### config.mk
export PLATFORM = sky130hd
export DESIGN_NAME = pc_seq_unit
export DESIGN_NICKNAME = d
export VERILOG_FILES = /design/src/rtl/pc_pkg.sv /design/src/rtl/pc_ras.sv /design/src/rtl/pc_seq_unit.sv
export SDC_FILE = /design/constraint.sdc
export NUM_CORES = 1
export LEC_CHECK = 0
export BUFFER_PORTS_ARGS = -buffer_cell sky130_fd_sc_hd__buf_4
export CAP_MARGIN = 15
export CORE_AREA = 5 5 156 158
export DETAILED_ROUTE_END_ITERATION = 8
export DIE_AREA = 0 0 161 163
export SYNTH_ARGS = -nofsm -noshare
export SYNTH_HDL_FRONTEND = slang
export SYNTH_SLANG_ARGS = --single-unit
export TNS_END_PERCENT = 10
### constraint.sdc
create_clock -name clk -period 5.9 [get_ports clk]
set_input_delay 1.18 -clock clk [delete_from_list [all_inputs] [get_ports clk]]
set_output_delay 1.18 -clock clk [all_outputs]
set_load 0.05 [all_outputs]
### src/rtl/pc_pkg.sv
// pc_pkg: shared branch-mode and next-PC-source encodings plus branch evaluation.
// Exports: BR_* (br_mode codes), SRC_* (pc_src codes), br_taken(mode, zero, neg).
package pc_pkg;
    localparam logic [1:0] BR_BEQ  = 2'd0;
    localparam logic [1:0] BR_BNE  = 2'd1;
    localparam logic [1:0] BR_BLEZ = 2'd2;
    localparam logic [1:0] BR_BGTZ = 2'd3;
    localparam logic [1:0] SRC_ALU_RES = 2'd0;
    localparam logic [1:0] SRC_ALU_OUT = 2'd1;
    localparam logic [1:0] SRC_JUMP    = 2'd2;
    localparam logic [1:0] SRC_RAS     = 2'd3;
    function automatic logic br_taken(input logic [1:0] mode, input logic z, input logic n);
        return mode == BR_BEQ  ? z :
               mode == BR_BNE  ? !z :
               mode == BR_BLEZ ? (z | n) : !(z | n);
    endfunction
endpackage

### src/rtl/pc_ras.sv
// pc_ras: circular return-address stack with sticky overflow/underflow error.
// Ports: clk, rst (async active-low), push/push_data, pop, pop_data (current top),
//        full, empty (registered from next count), err (sticky).
module pc_ras #(
    parameter int WIDTH = 32,
    parameter int DEPTH = 4
) (
    input  logic             clk,
    input  logic             rst,
    input  logic             push,
    input  logic             pop,
    input  logic [WIDTH-1:0] push_data,
    output logic [WIDTH-1:0] pop_data,
    output logic             full,
    output logic             empty,
    output logic             err
);
    localparam int PW = $clog2(DEPTH);
    localparam int CW = PW + 1;
    logic [WIDTH-1:0] mem_q [DEPTH];
    logic [PW-1:0]    ptr_q, ptr_d, top_idx, waddr;
    logic [CW-1:0]    cnt_q, cnt_d;
    logic             full_q, full_d, empty_q, empty_d, err_q, err_d, we;
    always_comb begin
        top_idx  = ptr_q - PW'(1);
        pop_data = mem_q[top_idx];
        ptr_d    = ptr_q;
        cnt_d    = cnt_q;
        err_d    = err_q;
        we       = 1'b0;
        waddr    = ptr_q;
        // push+pop on a non-empty stack rewrites the top slot in place
        if (push && pop && !empty_q) begin
            we    = 1'b1;
            waddr = top_idx;
        end else if (push) begin
            // when full, ptr already addresses the oldest slot, so it is overwritten
            we    = 1'b1;
            ptr_d = ptr_q + PW'(1);
            cnt_d = full_q ? cnt_q : cnt_q + CW'(1);
            err_d = err_q | full_q | pop;
        end else if (pop) begin
            ptr_d = empty_q ? ptr_q : top_idx;
            cnt_d = empty_q ? cnt_q : cnt_q - CW'(1);
            err_d = err_q | empty_q;
        end
        full_d  = cnt_d == CW'(DEPTH);
        empty_d = cnt_d == '0;
    end
    always_ff @(posedge clk or negedge rst) begin
        if (!rst) begin
            ptr_q   <= '0;
            cnt_q   <= '0;
            full_q  <= 1'b0;
            empty_q <= 1'b1;
            err_q   <= 1'b0;
        end else begin
            ptr_q   <= ptr_d;
            cnt_q   <= cnt_d;
            full_q  <= full_d;
            empty_q <= empty_d;
            err_q   <= err_d;
        end
    end
    always_ff @(posedge clk) begin
        if (we) mem_q[waddr] <= push_data;
    end
    assign full  = full_q;
    assign empty = empty_q;
    assign err   = err_q;
endmodule

### src/rtl/pc_seq_unit.sv
// pc_seq_unit: program counter with branch evaluation, jumps, traps and a return-address stack.
// Ports: clk, rst (async active-low), PCWrite, PCWriteCond, br_mode, zero, neg, pc_src,
//        alu_result, alu_out, jidx, ras_push, trap -> PC_Out, ras_full, ras_empty, ras_err.
module pc_seq_unit
    import pc_pkg::*;
#(
    parameter int               WIDTH     = 32,
    parameter logic [WIDTH-1:0] RESET_VEC = '0,
    parameter logic [WIDTH-1:0] TRAP_VEC  = WIDTH'('h80),
    parameter int               RAS_DEPTH = 4
) (
    input  logic             clk,
    input  logic             rst,
    input  logic             PCWrite,
    input  logic             PCWriteCond,
    input  logic [1:0]       br_mode,
    input  logic             zero,
    input  logic             neg,
    input  logic [1:0]       pc_src,
    input  logic [WIDTH-1:0] alu_result,
    input  logic [WIDTH-1:0] alu_out,
    input  logic [25:0]      jidx,
    input  logic             ras_push,
    input  logic             trap,
    output logic [WIDTH-1:0] PC_Out,
    output logic             ras_full,
    output logic             ras_empty,
    output logic             ras_err
);
    localparam logic [63:0] LOW28 = 64'h0FFF_FFFF;
    logic [WIDTH-1:0] pc_q, pc_d, jmp_tgt, ras_top, ras_val, sel_val, ret_addr;
    logic             take_br, pc_upd, push, pop;
    always_comb begin
        // keep PC bits above 27, replace the low 28 with {jidx, 2'b00}
        jmp_tgt  = (pc_q & ~WIDTH'(LOW28)) | WIDTH'({jidx, 2'b00});
        ret_addr = pc_q + WIDTH'(4);
        take_br  = PCWriteCond & br_taken(br_mode, zero, neg);
        pc_upd   = PCWrite | take_br;
        push     = !trap & PCWrite & ras_push;
        pop      = !trap & pc_upd & (pc_src == SRC_RAS);
        ras_val  = ras_empty ? RESET_VEC : ras_top;
        sel_val  = pc_src == SRC_ALU_RES ? alu_result :
                   pc_src == SRC_ALU_OUT ? alu_out :
                   pc_src == SRC_JUMP    ? jmp_tgt : ras_val;
        pc_d     = trap ? TRAP_VEC : pc_upd ? sel_val : pc_q;
    end
    always_ff @(posedge clk or negedge rst) begin
        if (!rst) pc_q <= RESET_VEC;
        else      pc_q <= pc_d;
    end
    pc_ras #(.WIDTH(WIDTH), .DEPTH(RAS_DEPTH)) u_ras (
        .clk       (clk),
        .rst       (rst),
        .push      (push),
        .pop       (pop),
        .push_data (ret_addr),
        .pop_data  (ras_top),
        .full      (ras_full),
        .empty     (ras_empty),
        .err       (ras_err)
    );
    assign PC_Out = pc_q;
endmodule

**After elaboration in Yosys (flattened, before gate mapping)**

Memories as Yosys holds them, arrays and structs flattened.
Index checks and enable logic that the tools add are counted.

- Input bits: 102
- Memories kept: 1
- Memory bits (writable): 128
- Word-level logic and storage cells: 68
- Bits in registers: 40

- Add/subtract/negate cells: 5
- Eq/ne operators: 7
- Mux-type cells: 24
- Reduce and logical (&&, ||, !) cells: 13
- Bitwise gates (word level): 12

Memories:

| memory | depth | width | rd ports | clocked after memory_dff | wr ports | line | text |
|---|---|---|---|---|---|---|---|
| u_ras.mem_q | 4 | 32 | 1 | 0 | 1 | pc_ras.sv:20 | `logic [WIDTH-1:0] mem_q [DEPTH];` |

Operators by type and width:

| kind | count |
|---|---|
| 2-to-1 mux 32 bit | 6 |
| adder 32 x 3 -> 32 bit (second input constant) | 1 |
| OR 32 x 28 -> 32 bit | 1 |
| 2-to-1 mux 3 bit | 5 |
| 2-to-1 mux 1 bit | 9 |
| 2-to-1 mux 2 bit | 4 |
| equality test 2 bit (second input constant) | 3 |
| bitwise AND 1 bit | 5 |
| OR 1 bit | 5 |
| equality test 2 x 1 -> 1 bit (second input constant) | 2 |
| zero test 1 bit | 4 |
| zero test 2 bit | 2 |
| nonzero test 2 bit | 2 |
| adder 3 x 1 -> 3 bit (second input constant) | 1 |
| equality test 3 bit (second input constant) | 1 |
| zero test 3 bit | 1 |
| AND reduction 3 bit | 1 |
| subtractor 3 x 1 -> 3 bit (second input constant) | 1 |
| adder 2 x 1 -> 2 bit (second input constant) | 1 |
| logical AND 1 bit | 2 |
| != test 2 x 1 -> 1 bit (second input constant) | 1 |
| AND reduction 2 bit | 1 |
| subtractor 2 x 1 -> 2 bit (second input constant) | 1 |
| inverter 1 bit | 1 |

**Logic depth before layout (Yosys ltp)**

- Depth in word-level cells: 14
- Mapped depth: 7

**Cells and area by module**

Synthesis repeated with hierarchy kept, for this count alone.

- Cells, all modules: 538
- Area total of the unflattened synthesis: 8333.0 um^2

By module, submodules not included:

| module | times used | area each (um^2) | cells each | seq. area each (um^2) |
|---|---|---|---|---|
| pc_ras | 1 | 5127.4 | 213 | 4045.1 |
| pc_seq_unit | 1 | 3205.6 | 325 | 800.8 |

**Worst setup path before layout**

Ideal clock, no wire load.

- Path kind: input-to-reg
- Start point: in pc_src[0]
- End point: mem u_ras.mem_q[1][0], enable pin
- Path slack: 2076 ps
- Cell stages on the path: 4
- Library setup time: 432 ps
- Data arrival time: 3392 ps
- Cells stage by stage: buf_4 -> nand3b_4 -> or3_1 -> a21oi_1

- Longest elaborated chain between the ends: 7
- Elaborated cells between the ends (all ways): 8
- Classes of those cells: 1 x eq/ne; 4 x mux; 1 x bitwise; 2 x reduce/logical

Ends and longest elaborated chain:

| what | line | text |
|---|---|---|
| from (decl) | pc_seq_unit.sv:19 | `input logic [1:0] pc_src,` |
| equality test 2 bit * | pc_seq_unit.sv:40 | `pop = !trap & pc_upd & (pc_src == SRC_RAS);` |
| bitwise AND 1 bit * | pc_seq_unit.sv:40 |  |
| logical AND 1 bit * (2 in series) | pc_ras.sv:33 | `if (push && pop && !empty_q) begin` |
| 2-to-1 mux 1 bit | pc_ras.sv:33 |  |
| 2-to-1 mux 1 bit | pc_ras.sv:66 | `if (we) mem_q[waddr] <= push_data;` |
| 2-to-1 mux 1 bit (not written as such) | pc_ras.sv:66 |  |
| to (decl) | pc_ras.sv:20 |  |

Mark *: on every way between the ends. The rest lies on a longest branch, timed or not.

**Worst setup path after layout**

- Start point: in pc_src[0]
- End point: reg pc_q[29] (netlist: PC_Out[29])

- Longest elaborated chain between the ends: 6
- Elaborated cells between the ends (all ways): 8
- Classes of those cells: 2 x eq/ne; 5 x mux; 1 x reduce/logical

Ends and longest elaborated chain:

| what | line | text |
|---|---|---|
| equality test 2 bit | pc_seq_unit.sv:44 | `pc_src == SRC_JUMP ? jmp_tgt : ras_val;` |
| 2-to-1 mux 32 bit | pc_seq_unit.sv:44 |  |
| 2-to-1 mux 32 bit | pc_seq_unit.sv:43 | `pc_src == SRC_ALU_OUT ? alu_out :` |
| 2-to-1 mux 32 bit * | pc_seq_unit.sv:42 | `sel_val = pc_src == SRC_ALU_RES ? alu_result :` |
| 2-to-1 mux 32 bit * (2 in series) | pc_seq_unit.sv:45 | `pc_d = trap ? TRAP_VEC : pc_upd ? sel_val : pc_q;` |
| to (signal assigned) | pc_seq_unit.sv:49 | `else pc_q <= pc_d;` |
| to (decl) | pc_seq_unit.sv:31 | `logic [WIDTH-1:0] pc_q, pc_d, jmp_tgt, ras_top, ras_val, sel_val, ret_addr;` |

Mark *: on every way between the ends. The rest lies on a longest branch, timed or not. The select of a mux whose other input is x is not followed.
A chain may end at the register's enable or synchronous reset.

==> flow_summary.yaml <==
setup_path:
  critPathKind: "in2reg"
  r2r-end: "u_ras.mem_q[1][17]$_DFFE_PP_"
  crit_path_end_kind: "register"
  cp.required_ns: 6.22
  r2r_start: "u_ras.ptr_q[1]$_DFFE_PN0P_"
  regToRegSetupSlack_ns: 2.87
  startpoint_type: "primary input"
  crit_fanout: 36
  reg2reg_depth: 4
  arrival_ns: 3.59
min_path:
  hold_depth: 1
  hold_path_class: "reg2reg"
  whs_endpoint: "u_ras.err$_DFFE_PN0P_"
  worstHoldStart: "u_ras.err$_DFFE_PN0P_"
clocking:
  post_cts_resized: 0
  cts_root_buf: "clkbuf_16"
  cts_setup_buffers: 0
  cts.sinks: 168
  numCtsBuffers: 17
  worstSkewPairLatency_ns: 0.42
  path_clk_slew_ns: 0.06
  cts_max_level: 4
  tritoncts: "built"
  hold_buffers: 0
  cts.path.max_buffers: 2
timing:
  setup_tns_ns: 0
  setup_violations: 0
  max_freq_ghz: 0.306
  fin_skew_ns: 0.00956
  report.final.hold_viol_count: 0
  fin_hold_ws_ns: 0.519
  fin_crit_ns: 3.27
  setup_slack_ns: 2.63
  slew_headroom_pct: 24.9
  finalCritPeriodShare_pct: 55.4
  rsz0062_at_grt: "no"
  slew_violations: 0
  worstMarginPinSlew_ns: 1.13
routing:
  vias_per_cell: 5.22
  vias: 4846
  first_iter_violations: 313
  wl_per_cell_um: 20.6
  detail_route.first_pass.iterations: 4
  antenna_left: 0
  wirelength_um: 19100
  drcViolationCount: 0
outcome:
  outcome: "complete, no violations"
yosys:
  synth_common_cells: "edfxtp_1 (128), dfrtp_1 (39), mux2i_1 (36)"
  synth-seq-cells: 168
  syn-instance-count: 497
  ys_async_sr_fraction_pct: 23.8
  synthFlopType: "edfxtp_1"
  synth_most_common_cell: "edfxtp_1"
  syn-num-nets: 602
  synth_area_leaders: "edfxtp_1 (49%), dfrtp_1 (13%), mux4_2 (9.3%)"
  ys_seq_area_share_pct: 62.2
  synth_edf_count: 128
  synth_top_area_share_pct: 49.3
  synth_cell_type_count: 54
  yosys_warnings: 0
  synthesis.area_um2: 7790
  syn_avg_cell_area_um2: 15.7
  synth_area_leader_cell: "edfxtp_1"
global_route:
  globalRoute.totalOverflow: 0
  grt_max_degree: 56
  grtUsageTotal_pct: 15.0
  first_global_vias: 5342
  antenna_found_initial: 0
  grt_pass1_wl_um: 30000
floorplan:
  ios: 137
  initial_core_util_pct: 33.9
  core_um2: 23000
  dieArea_um2: 26200
  num_rows: 56
  die_width_um: 161
  die_height_um: 163
place:
  port_buffers: 136
  pre_cts_ws_ns: 2.19
  routabilityCongestion: 0.739
  post-dp-hpwl_um: 12900
job:
  maxCapViolations: 0
power_and_ir_drop:
  leakagePower_nw: 3.67
  power.density_nw_per_um2: 362
  finalPower_mw: 3.47
  ir_drop_uv: 233
final_layout:
  diodes: 0
  nFillCells: 2126
  areaGrowthSynthToFinish_pct: 23.2
  nets: 730
  drive_gt1_share_pct: 36.4
-- metal layers --
metal / global-route usage (%) / up-vias / part of all wire [%]
met5: 0 / - / 0
met4: 4.50 / 0 / 1.7
met3: 3.75 / 20 / 5.3
met2: 24.9 / 127 / 50
met1: 19.5 / 2458 / 43
li1: - / 2241 / -
-- flip-flops by register name, summed over array words and instances, names as in the netlist --
register	cells
PC_Out	32
u_ras.cnt_q	3
u_ras.empty	1
u_ras.err	1
u_ras.full	1
u_ras.mem_q	128
u_ras.ptr_q	2
-- metrics by stage --
stage | cell area (um2) | cells | util [%]
floorplan | 7790 | 497 | -
global placement | 9060 | 896 | 39.4
detailed placement | 9060 | 896 | 39.4
CTS | 9600 | 928 | 41.8
global route | 9600 | 928 | 41.8
finish | 9600 | 928 | 41.8
-- area by class of cell --
| type | instances | area [um2] | share of cell area [%] |
|---|---|---|---|
| Clock buffer | 29 | 490 | 5.11 |
| Sequential cell | 168 | 4850 | 50.5 |
| Multi-Input combinational cell | 288 | 2760 | 28.8 |
| Timing Repair Buffer | 140 | 1050 | 11.0 |
| Clock inverter | 3 | 42.5 | 0.443 |
| Tap cell | 290 | 363 | 3.78 |
| Inverter | 10 | 37.5 | 0.391 |
-- placed cells by master (no fill, tap or decap), types with 2 or more instances in the layout --
master       n
clkbuf_16   17
inv_1        8
a221oi_1    15
xnor2_1     17
xor2_1      17
nor2_1      20
a21oi_4      2
nand3_1     11
dfrtp_1     37
o2bb2ai_1    3
mux2_2       2
a211oi_1     3
ha_1         3
nor2_4       3
nand4_2      3
edfxtp_1   128
nor4_2       2
nand4_1      3
mux4_2      32
a221oi_2    11
clkbuf_1    10
mux2i_1     36
clkbuf_8     2
nand2_1     15
dfrtp_2      2
nand2b_1     2
or3_1        2
o21ai_0      2
buf_4      140
a22o_1      26
nor3_1       7
a21oi_1     30
inv_2        2
-- worst max path at each step --
stage	startpoint	end	slack, ns	cells past startpoint
2_1_floorplan	pc_src[0]	u_ras.mem_q[1][0]$_DFFE_PP_	2.08	4
3_3_place_gp	pc_src[0]	u_ras.mem_q[1][8]$_DFFE_PP_	2.29	5
3_5_place_dp	pc_src[0]	PC_Out[29]$_DFFE_PN0P_	2.19	5
4_1_cts	pc_src[0]	u_ras.mem_q[1][6]$_DFFE_PP_	2.62	5
5_1_grt	pc_src[0]	PC_Out[29]$_DFFE_PN0P_	2.54	5
6_report	pc_src[0]	PC_Out[29]$_DFFE_PN0P_	2.63	5
-- critical path, cell delays in order --
cell and delay [ns]:
buf_4 0.52, inv_2 0.48, nor3_1 0.89, a221oi_1 0.22, a211oi_1 0.26
-- cell families (layout without fill, tap and decap cells) --
kind of cell             Yosys count  count (layout)  synth area share [%]
AO/OA/AOI/OAI                    100             100                  10.5
XOR/XNOR                          34              34                  3.82
adder cells (fa/ha/maj)            3               3                 0.482
buffers and inverters             41             182                  2.79
flip-flops                       168             168                  62.2
multiplexers                      71              71                  14.3
AND/OR/NAND/NOR                   80              80                  5.86
-- report_power, final --
part	switching [mW]	internal, mW	leakage [nW]	total [mW]
combinational	0.475	0.425	1.73	0.900
sequential	0.150	1.41	1.68	1.56
clock	0.410	0.603	0.254	1.01
total	1.03	2.44	3.67	3.47
(Power assumes the default switching activity.)
